[config.mk]
export PLATFORM = sky130hd
export DESIGN_NAME = dac_frame_scheduler
export DESIGN_NICKNAME = d
export VERILOG_FILES = /design/src/rtl/dac_frame_scheduler.sv
export SDC_FILE = /design/constraint.sdc
export NUM_CORES = 1
export LEC_CHECK = 0
export ABC_AREA = 1
export BUFFER_PORTS_ARGS = -buffer_cell sky130_fd_sc_hd__buf_2
export CAP_MARGIN = 5
export CORE_AREA = 4 4 101 103
export DETAILED_ROUTE_END_ITERATION = 10
export DIE_AREA = 0 0 105 107
export PLACE_DENSITY = 0.74
export SYNTH_ARGS = -nofsm -noshare
export SYNTH_HDL_FRONTEND = slang
export SYNTH_SLANG_ARGS = --single-unit
export TNS_END_PERCENT = 30
[constraint.sdc]
create_clock -name aclk -period 10.67 [get_ports aclk]
set_clock_uncertainty 0.1 [all_clocks]
set_input_delay 1.6005 -clock aclk [delete_from_list [all_inputs] [get_ports aclk]]
set_output_delay 1.6005 -clock aclk [all_outputs]
set_load 0.01 [all_outputs]
[src/rtl/dac_frame_scheduler.sv]
// Round-robin sharing of one serial DAC: one DW-bit frame per PERIOD-cycle slot, MSB first on sdi.
// Frame starts the cycle after slot start; req_ready is a combinational one-cycle accept at slot start.
module dac_frame_scheduler #(
    parameter int DW        = 16,
    parameter int NREQ      = 4,
    parameter int PERIOD    = 24,
    parameter int HOLD_LAST = 1
) (
    input  logic                 aclk,
    input  logic                 areset,
    input  logic                 en,
    input  logic [NREQ-1:0]      req_valid,
    input  logic [NREQ*DW-1:0]   req_data,
    output logic [NREQ-1:0]      req_ready,
    output logic                 dac_sclk,
    output logic                 dac_cs_n,
    output logic                 dac_sdi,
    output logic [2:0]           active_id,
    output logic                 frame_done,
    output logic [15:0]          underrun_cnt
);
    localparam int CW = $clog2(PERIOD);
    localparam int BW = (DW > 1) ? $clog2(DW) : 1;

    if (PERIOD < DW + 2) begin : g_bad_period
        $error("dac_frame_scheduler: PERIOD must be at least DW+2");
    end
    if (NREQ < 1 || NREQ > 8) begin : g_bad_nreq
        $error("dac_frame_scheduler: NREQ must be in 1..8");
    end

    typedef enum logic {IDLE, SHIFT} state_t;

    state_t          state;
    logic [CW-1:0]   cnt;
    logic [BW-1:0]   bit_cnt;
    logic [DW-1:0]   shift_reg;
    logic [DW-1:0]   last_word;
    logic            have_last;
    logic [2:0]      rr_ptr;

    logic [2:0]      ptr_next;
    logic [NREQ-1:0] rot;
    logic [3:0]      off;
    logic [3:0]      sum;
    logic            grant_vld;
    logic [2:0]      grant_id;
    logic [DW-1:0]   grant_word;
    logic            slot_start;
    logic            accept;
    logic            load_go;
    logic [DW-1:0]   load_word;

    assign dac_sclk = ~aclk;

    // Rotate the valid vector so bit 0 is the requester just after the last grant.
    always_comb begin
        ptr_next  = (rr_ptr == 3'(NREQ - 1)) ? 3'd0 : rr_ptr + 3'd1;
        rot       = NREQ'({req_valid, req_valid} >> ptr_next);
        grant_vld = 1'b0;
        off       = '0;
        for (int j = NREQ - 1; j >= 0; j--) begin
            if (rot[j]) begin
                grant_vld = 1'b1;
                off       = 4'(j);
            end
        end
        sum = {1'b0, ptr_next} + off;
        if (sum >= 4'(NREQ)) begin
            sum = sum - 4'(NREQ);
        end
        grant_id   = sum[2:0];
        grant_word = DW'(req_data >> (32'(grant_id) * DW));

        slot_start = en && !areset && (state == IDLE) && (cnt == '0);
        accept     = slot_start && grant_vld;
        load_go    = slot_start && (grant_vld || (HOLD_LAST != 0 && have_last));
        load_word  = grant_vld ? grant_word : last_word;
        req_ready  = accept ? (NREQ'(1) << grant_id) : '0;
    end

    always_ff @(posedge aclk or posedge areset) begin
        if (areset) begin
            state        <= IDLE;
            cnt          <= '0;
            bit_cnt      <= '0;
            shift_reg    <= '0;
            last_word    <= '0;
            have_last    <= 1'b0;
            rr_ptr       <= '0;
            dac_cs_n     <= 1'b1;
            dac_sdi      <= 1'b0;
            active_id    <= '0;
            frame_done   <= 1'b0;
            underrun_cnt <= '0;
        end else begin
            frame_done <= 1'b0;

            if (!en || cnt == CW'(PERIOD - 1)) begin
                cnt <= '0;
            end else begin
                cnt <= cnt + 1'b1;
            end

            if (accept) begin
                last_word <= grant_word;
                have_last <= 1'b1;
                rr_ptr    <= grant_id;
                active_id <= grant_id;
            end

            if (slot_start && !grant_vld && underrun_cnt != 16'hFFFF) begin
                underrun_cnt <= underrun_cnt + 16'd1;
            end

            case (state)
                IDLE: begin
                    if (load_go) begin
                        state     <= SHIFT;
                        bit_cnt   <= '0;
                        dac_cs_n  <= 1'b0;
                        dac_sdi   <= load_word[DW-1];
                        shift_reg <= load_word << 1;
                    end
                end
                SHIFT: begin
                    // The edge closing the last bit cycle releases cs_n and flags the frame end.
                    if (bit_cnt == BW'(DW - 1)) begin
                        state      <= IDLE;
                        dac_cs_n   <= 1'b1;
                        dac_sdi    <= 1'b0;
                        frame_done <= 1'b1;
                    end else begin
                        bit_cnt   <= bit_cnt + 1'b1;
                        dac_sdi   <= shift_reg[DW-1];
                        shift_reg <= shift_reg << 1;
                    end
                end
                default: state <= IDLE;
            endcase
        end
    end
endmodule
==> impl_metrics.tcl, run 1 <==
set metrics [dict create \
    power.share.clock_pct 11.8 \
    hold_path.class "reg -> reg" \
    cts-root-buf "clkbuf_8" \
    design.core.area_um2 9200 \
    startpoint "aclk" \
    crit_path_max_fanout 12 \
    ys.flop_type "dfrtp_1" \
    irDropWorstVdd_mv 0.233 \
    p_comb_share_pct 69.3 \
    cp_slowest_stage_delay_ps 170 \
    final_net_count 716 \
    portBuffers 97 \
    synth.ff_latch_count 64 \
    drt-vias-per-instance 5.47 \
    yosysWarningCount 0 \
    synth_enable_flop_cells 0 \
    hpwl_um 7570 \
    largest_net_degree_at_the_start_of_global_routing 43 \
    timing.max_cap.violations 0 \
    postCtsHoldBufs 0 \
    totalNegativeSetupSlack_ps 0 \
    die_width_um 105 \
    post_synth_inst_count 555 \
    cell_internal_pwr_mw 0.875 \
    report.final.slew_viol_count 0 \
    syn_to_final_growth_pct 17.9 \
    worst-r2r-cell-count 16 \
    grt_pass1_vias 4069 \
    utilization_pct 52.4 \
    overflow 0 \
    first_pass_grt_wire_length_um 18100 \
    synth_cell_types 35 \
    setup_viol_count_final 0 \
    path_clk_slew_ps 70 \
    sort_of_element_at_the_start_of_the_critical_path "clock port" \
    yosysTopAreaCell "dfrtp_1" \
    post_route_cells_drive_above_1_share_pct 24.6 \
    cts_tree "built" \
    drc 0 \
    cp_data_required_time_ps 8970 \
    totalPowerFinal_mw 1.93 \
    place_congestion 0.858 \
    timing.setup.critical_path_class "clk -> out" \
    seq_power_share_pct 18.9 \
    first_pass_iters 5 \
    worstSkewPairLatency_ps 340 \
    total_nets_after_synthesis 634 \
    switching_power_mw 1.06 \
    worst_case_headroom_to_the_max_slew_limit_pct 40.8 \
    synthTopCellsByArea "dfrtp_1 (39%), nand3_1 (19%), nand2_1 (13%)" \
    dieArea_um2 11200 \
    timing_worst_slew_pin_value_ps 883 \
    row_count 35 \
    average_cell_area_after_synthesis_um2 7.37 \
    clockBufferDepth 2 \
    cell_by_cell_trace_of_the_critical_path "clkbuf_8, clkbuf_8, inv_1, buf_2" \
    worst_path_max_delay_cell "clkbuf_8" \
    worstHoldStart "have_last" \
    crit_arrival_ps 5830 \
    route.vias.total 4120 \
    antennaDiodeCount 0 \
    gates_resized_cts_repair 0 \
    detail-route-antenna-nets 0 \
    hold-path-cell-count 2 \
    synth.yosys.seq_area_share_pct 39.2 \
    layout_commonest_cell "nand3_1" \
    drt_wl_total_um 10600 \
    routed_wl_per_cell_um 14.1 \
    status "complete, no violations" \
    io_pins 98 \
    finalHoldViolCount 0 \
    cell_pwr_density_nw_per_um2 400 \
    cp_common_cell "clkbuf_8" \
    grt_setup_unrepaired "false" \
    post_cts_setup_buffers 0 \
    layout.cells.most_common_list "nand3_1 (154), nand2_1 (143), buf_2 (97)" \
    leakagePower_nw 2.37 \
    register_to_register_setup_slack_ps 5980 \
    drtIter0Drc 280 \
    worst_r2r_startpoint "rr_ptr[0]" \
    fraction_of_synthesized_cell_area_taken_by_the_top_area_cell_type_pct 38.5 \
    initial_utilization_pct 44.5 \
    initial_antenna_violation_count 0 \
    power.share.switching_pct 54.7 \
    grt_usage_pct 19.4 \
    crit_path_capture_type "primary output" \
    chipHeight_um 107 \
    cts-buffers-inserted 9 \
    post_synthesis_cell_area_um2 4090 \
    asyncSetResetFlopFracSynth_pct 100 \
    h-tree-depth 3 \
]
==> path summary, 6_finish.rpt <==
kind                              endpoint
max                               dac_sclk
min                              have_last
max reg2reg                  shift_reg[15]
min reg2reg                      have_last
max in group asynchronous         dac_cs_n
min in group asynchronous  underrun_cnt[0]
==> per-stage QoR <==
stage	cell area (um2)	setup WS (ps)	cells	hold WS, ps
floorplan	4090	3560	555	323
global placement	4610	3500	737	340
detailed placement	4610	3500	737	342
CTS	4820	3110	753	361
global route	4820	3100	753	406
finish	4820	3140	753	362
==> synthesized netlist by cell type (4+ instances only) <==
master / instances
nand2_1: 143
inv_1: 34
ha_1: 7
o21ai_2: 9
nor2_1: 24
a41oi_1: 15
or2_2: 15
o21ai_0: 8
a21oi_1: 8
clkbuf_1: 18
dfrtp_1: 63
xor2_1: 8
nand2_2: 4
nand3_1: 154
buf_2: 9
nor3_1: 6
inv_2: 4
xnor2_1: 7
==> kinds of logic (layout without fill, tap and decap cells) <==
group	after synthesis	after routing	synth area share, %
xor gates and xnor gates	15	15	3.21
adders and majority gates	8	8	2.63
buffers and inverters	71	158	7.19
DFF	64	64	39.2
AOI/OAI and AO/OA	44	44	8.02
and+or+nand+nor	353	353	39.8
==> metal layers <==
metal  track usage (%)  wire (um)  vias up
met2              32.4       5430      108
met1              23.9       4450     1952
met5                 0          0        -
met4              8.43        355        0
li1                  -          -     2023
met3              4.94        405       37
==> worst max-delay path: cells and delay by family <==
kind	cells	cell delay, ps
buffers and inverters	4	500
==> power by group through the flow <==
| stage | Clock [mW] | Combinational (mW) | Sequential [mW] |
|---|---|---|---|
| finish | 0.228 | 1.34 | 0.364 |
| global route | 0.249 | 1.52 | 0.371 |
| CTS | 0.233 | 1.33 | 0.363 |
| detailed placement | 0.00681 | 1.32 | 0.367 |
| global placement | 0.00681 | 1.27 | 0.364 |
| floorplan | 0.00368 | 1.08 | 0.362 |
==> layout make-up <==
class                           instances  area [um2]
Clock buffer                           13         193
Clock inverter                          5        32.5
Fill cell                             873        4370
Inverter                               40         151
Multi-Input combinational cell        420        2190
Sequential cell                        64        1600
Tap cell                              111         139
Timing Repair Buffer                  100         510
No activity file was read; power rests on OpenSTA's default activity.
==> inputs of run 2 (changes only) <==
Clock period 10.67 ns to 7.5 ns, I/O delays scaled along.
==> run 2 against run 1 <==
Clock power is 47% higher. Via count stayed put. Sequential share of layout area is 0.060 points lower. Routed wire length is 0.97% lower. Die area stayed put. Sequential power is 42% higher. Sequential cell count stayed put. Highest routed layer unchanged.
==> impl_metrics.tcl, run 2 (same netlist as run 1, synthesis figures left out) <==
set metrics [dict create \
    largest_net_degree_at_the_start_of_global_routing 53 \
    overflow 0 \
    worst_path_max_delay_cell "clkinv_1" \
    crit_path_max_fanout 34 \
    die_width_um 105 \
    h-tree-depth 3 \
    hold_path.class "reg -> reg" \
    status "complete, no violations" \
    report.final.slew_viol_count 0 \
    leakagePower_nw 2.38 \
    final_design_area_no_fill_um2 4830 \
    fmaxAchievable_ghz 0.177 \
    worst-path-stages 12 \
    cts-root-buf "clkbuf_8" \
    totalNegativeSetupSlack_ps 0 \
    first_pass_grt_wire_length_um 18000 \
    path_clk_slew_ps 80 \
    cell_by_cell_trace_of_the_critical_path "ha_1, inv_1, a21oi_1, nand3_1, nand2_1, nor2_4, nor2_1, fa_1, buf_4, clkinv_1, nor3_1, buf_2" \
    startpoint "rr_ptr[0]" \
    fillCellCount 896 \
    grt_setup_unrepaired "false" \
    antennaDiodeCount 0 \
    io_pins 98 \
    finalHoldViolCount 0 \
    post_route_cells_drive_above_1_share_pct 24.6 \
    grt_pass1_vias 4046 \
    cts_tree "built" \
    cpLargestDelayFamily "buffers and inverters" \
    register_to_register_setup_slack_ps 2850 \
    critical_path.n_buffers_inverters 4 \
    grt_usage_pct 19.3 \
    cp_slowest_stage_delay_ps 780 \
    layout_commonest_cell "nand3_1" \
    drt_wl_total_um 10500 \
    drtIter0Drc 297 \
    row_count 35 \
    irDropWorstVdd_mv 0.475 \
    post_cts_setup_buffers 0 \
    first_pass_iters 6 \
    hpwl_um 7600 \
    initial_antenna_violation_count 0 \
    cts-buffers-inserted 9 \
    critical_path.endpoint "req_ready[3]" \
    initial_utilization_pct 44.5 \
    dieArea_um2 11200 \
    cp_data_required_time_ps 6270 \
    timing.final.crit_period_ps 5660 \
    cell_pwr_density_nw_per_um2 571 \
    setup_viol_count_final 0 \
    gates_resized_cts_repair 0 \
    drc 0 \
    worst_case_headroom_to_the_max_slew_limit_pct 42.0 \
    worst-r2r-cell-count 16 \
    layout.cells.most_common_list "nand3_1 (154), nand2_1 (143), buf_2 (97)" \
    worstSkewPairLatency_ps 350 \
    crit_path_capture_type "primary output" \
    timing_worst_slew_pin_value_ps 864 \
    sort_of_element_at_the_start_of_the_critical_path "flip-flop" \
    chipHeight_um 107 \
    drt-vias-per-instance 5.47 \
    final_net_count 716 \
    design.core.area_um2 9200 \
    routed_wl_per_cell_um 14.0 \
    portBuffers 97 \
    rr_endpoint "shift_reg[11]" \
    crit_arrival_ps 4440 \
    worst_r2r_startpoint "rr_ptr[0]" \
    syn_to_final_growth_pct 18.1 \
    timing.max_cap.violations 0 \
    dpl-instance-area_um2 4610 \
    route.vias.total 4120 \
    postCtsHoldBufs 0 \
    final.period_utilization_pct 75.5 \
    clockBufferDepth 2 \
    place_congestion 0.822 \
    detail-route-antenna-nets 0 \
    timing.setup.critical_path_class "reg -> out" \
    hold-path-cell-count 2 \
]
-- run 2: per-layer routing --
layer  GRT usage, %  share of wire, %  routed length, um
met1           23.2                42               4430
met2           33.5                51               5370
met3           3.91               3.8                401
met4           8.15               3.2                335
met5              0                 0                  0
-- run 2: worst min-delay path by stage --
stage / start / end / slack [ps]
3_3_place_gp: have_last / have_last / 340
4_1_cts: have_last / have_last / 360
5_1_grt: have_last / have_last / 410
6_report: have_last / have_last / 350
3_5_place_dp: have_last / have_last / 340
2_1_floorplan: have_last / have_last / 320
-- run 2: power by group --
part	internal (mW)	total, mW	leakage (nW)	switching, mW
clock network	0.185	0.336	0.128	0.151
logic	0.617	1.91	1.43	1.29
registers	0.453	0.517	0.817	0.0648
total	1.25	2.76	2.38	1.51
-- run 2: worst min-delay path, delay by kind of cell (launching register included) --
family	cells	cell delay (ps)
simple gates	1	60
flops	1	320
buf+inv	1	40
-- run 2: final cells by class --
class / instances / area (um2) / share of cell area, %
sequential: 64 / 1600 / 33.2
tap: 111 / 139 / 2.87
timing repair buffer: 100 / 510 / 10.6
clock inverter: 5 / 30.0 / 0.622
clock buffer: 13 / 204 / 4.22
inverter: 40 / 151 / 3.13
multi-input combinational: 420 / 2190 / 45.4
-- run 2: metrics by stage --
step	utilization (%)	std cells	worst slack (ps)	hold WS [ps]	power, mW
after global placement	50.1	737	2130	340	2.35
after CTS	52.5	753	1920	360	2.75
after detailed placement	50.1	737	1960	343	2.41
after global routing	52.5	753	1430	406	3.05
final	52.5	753	1840	354	2.76
after floorplan	-	555	2450	323	2.05
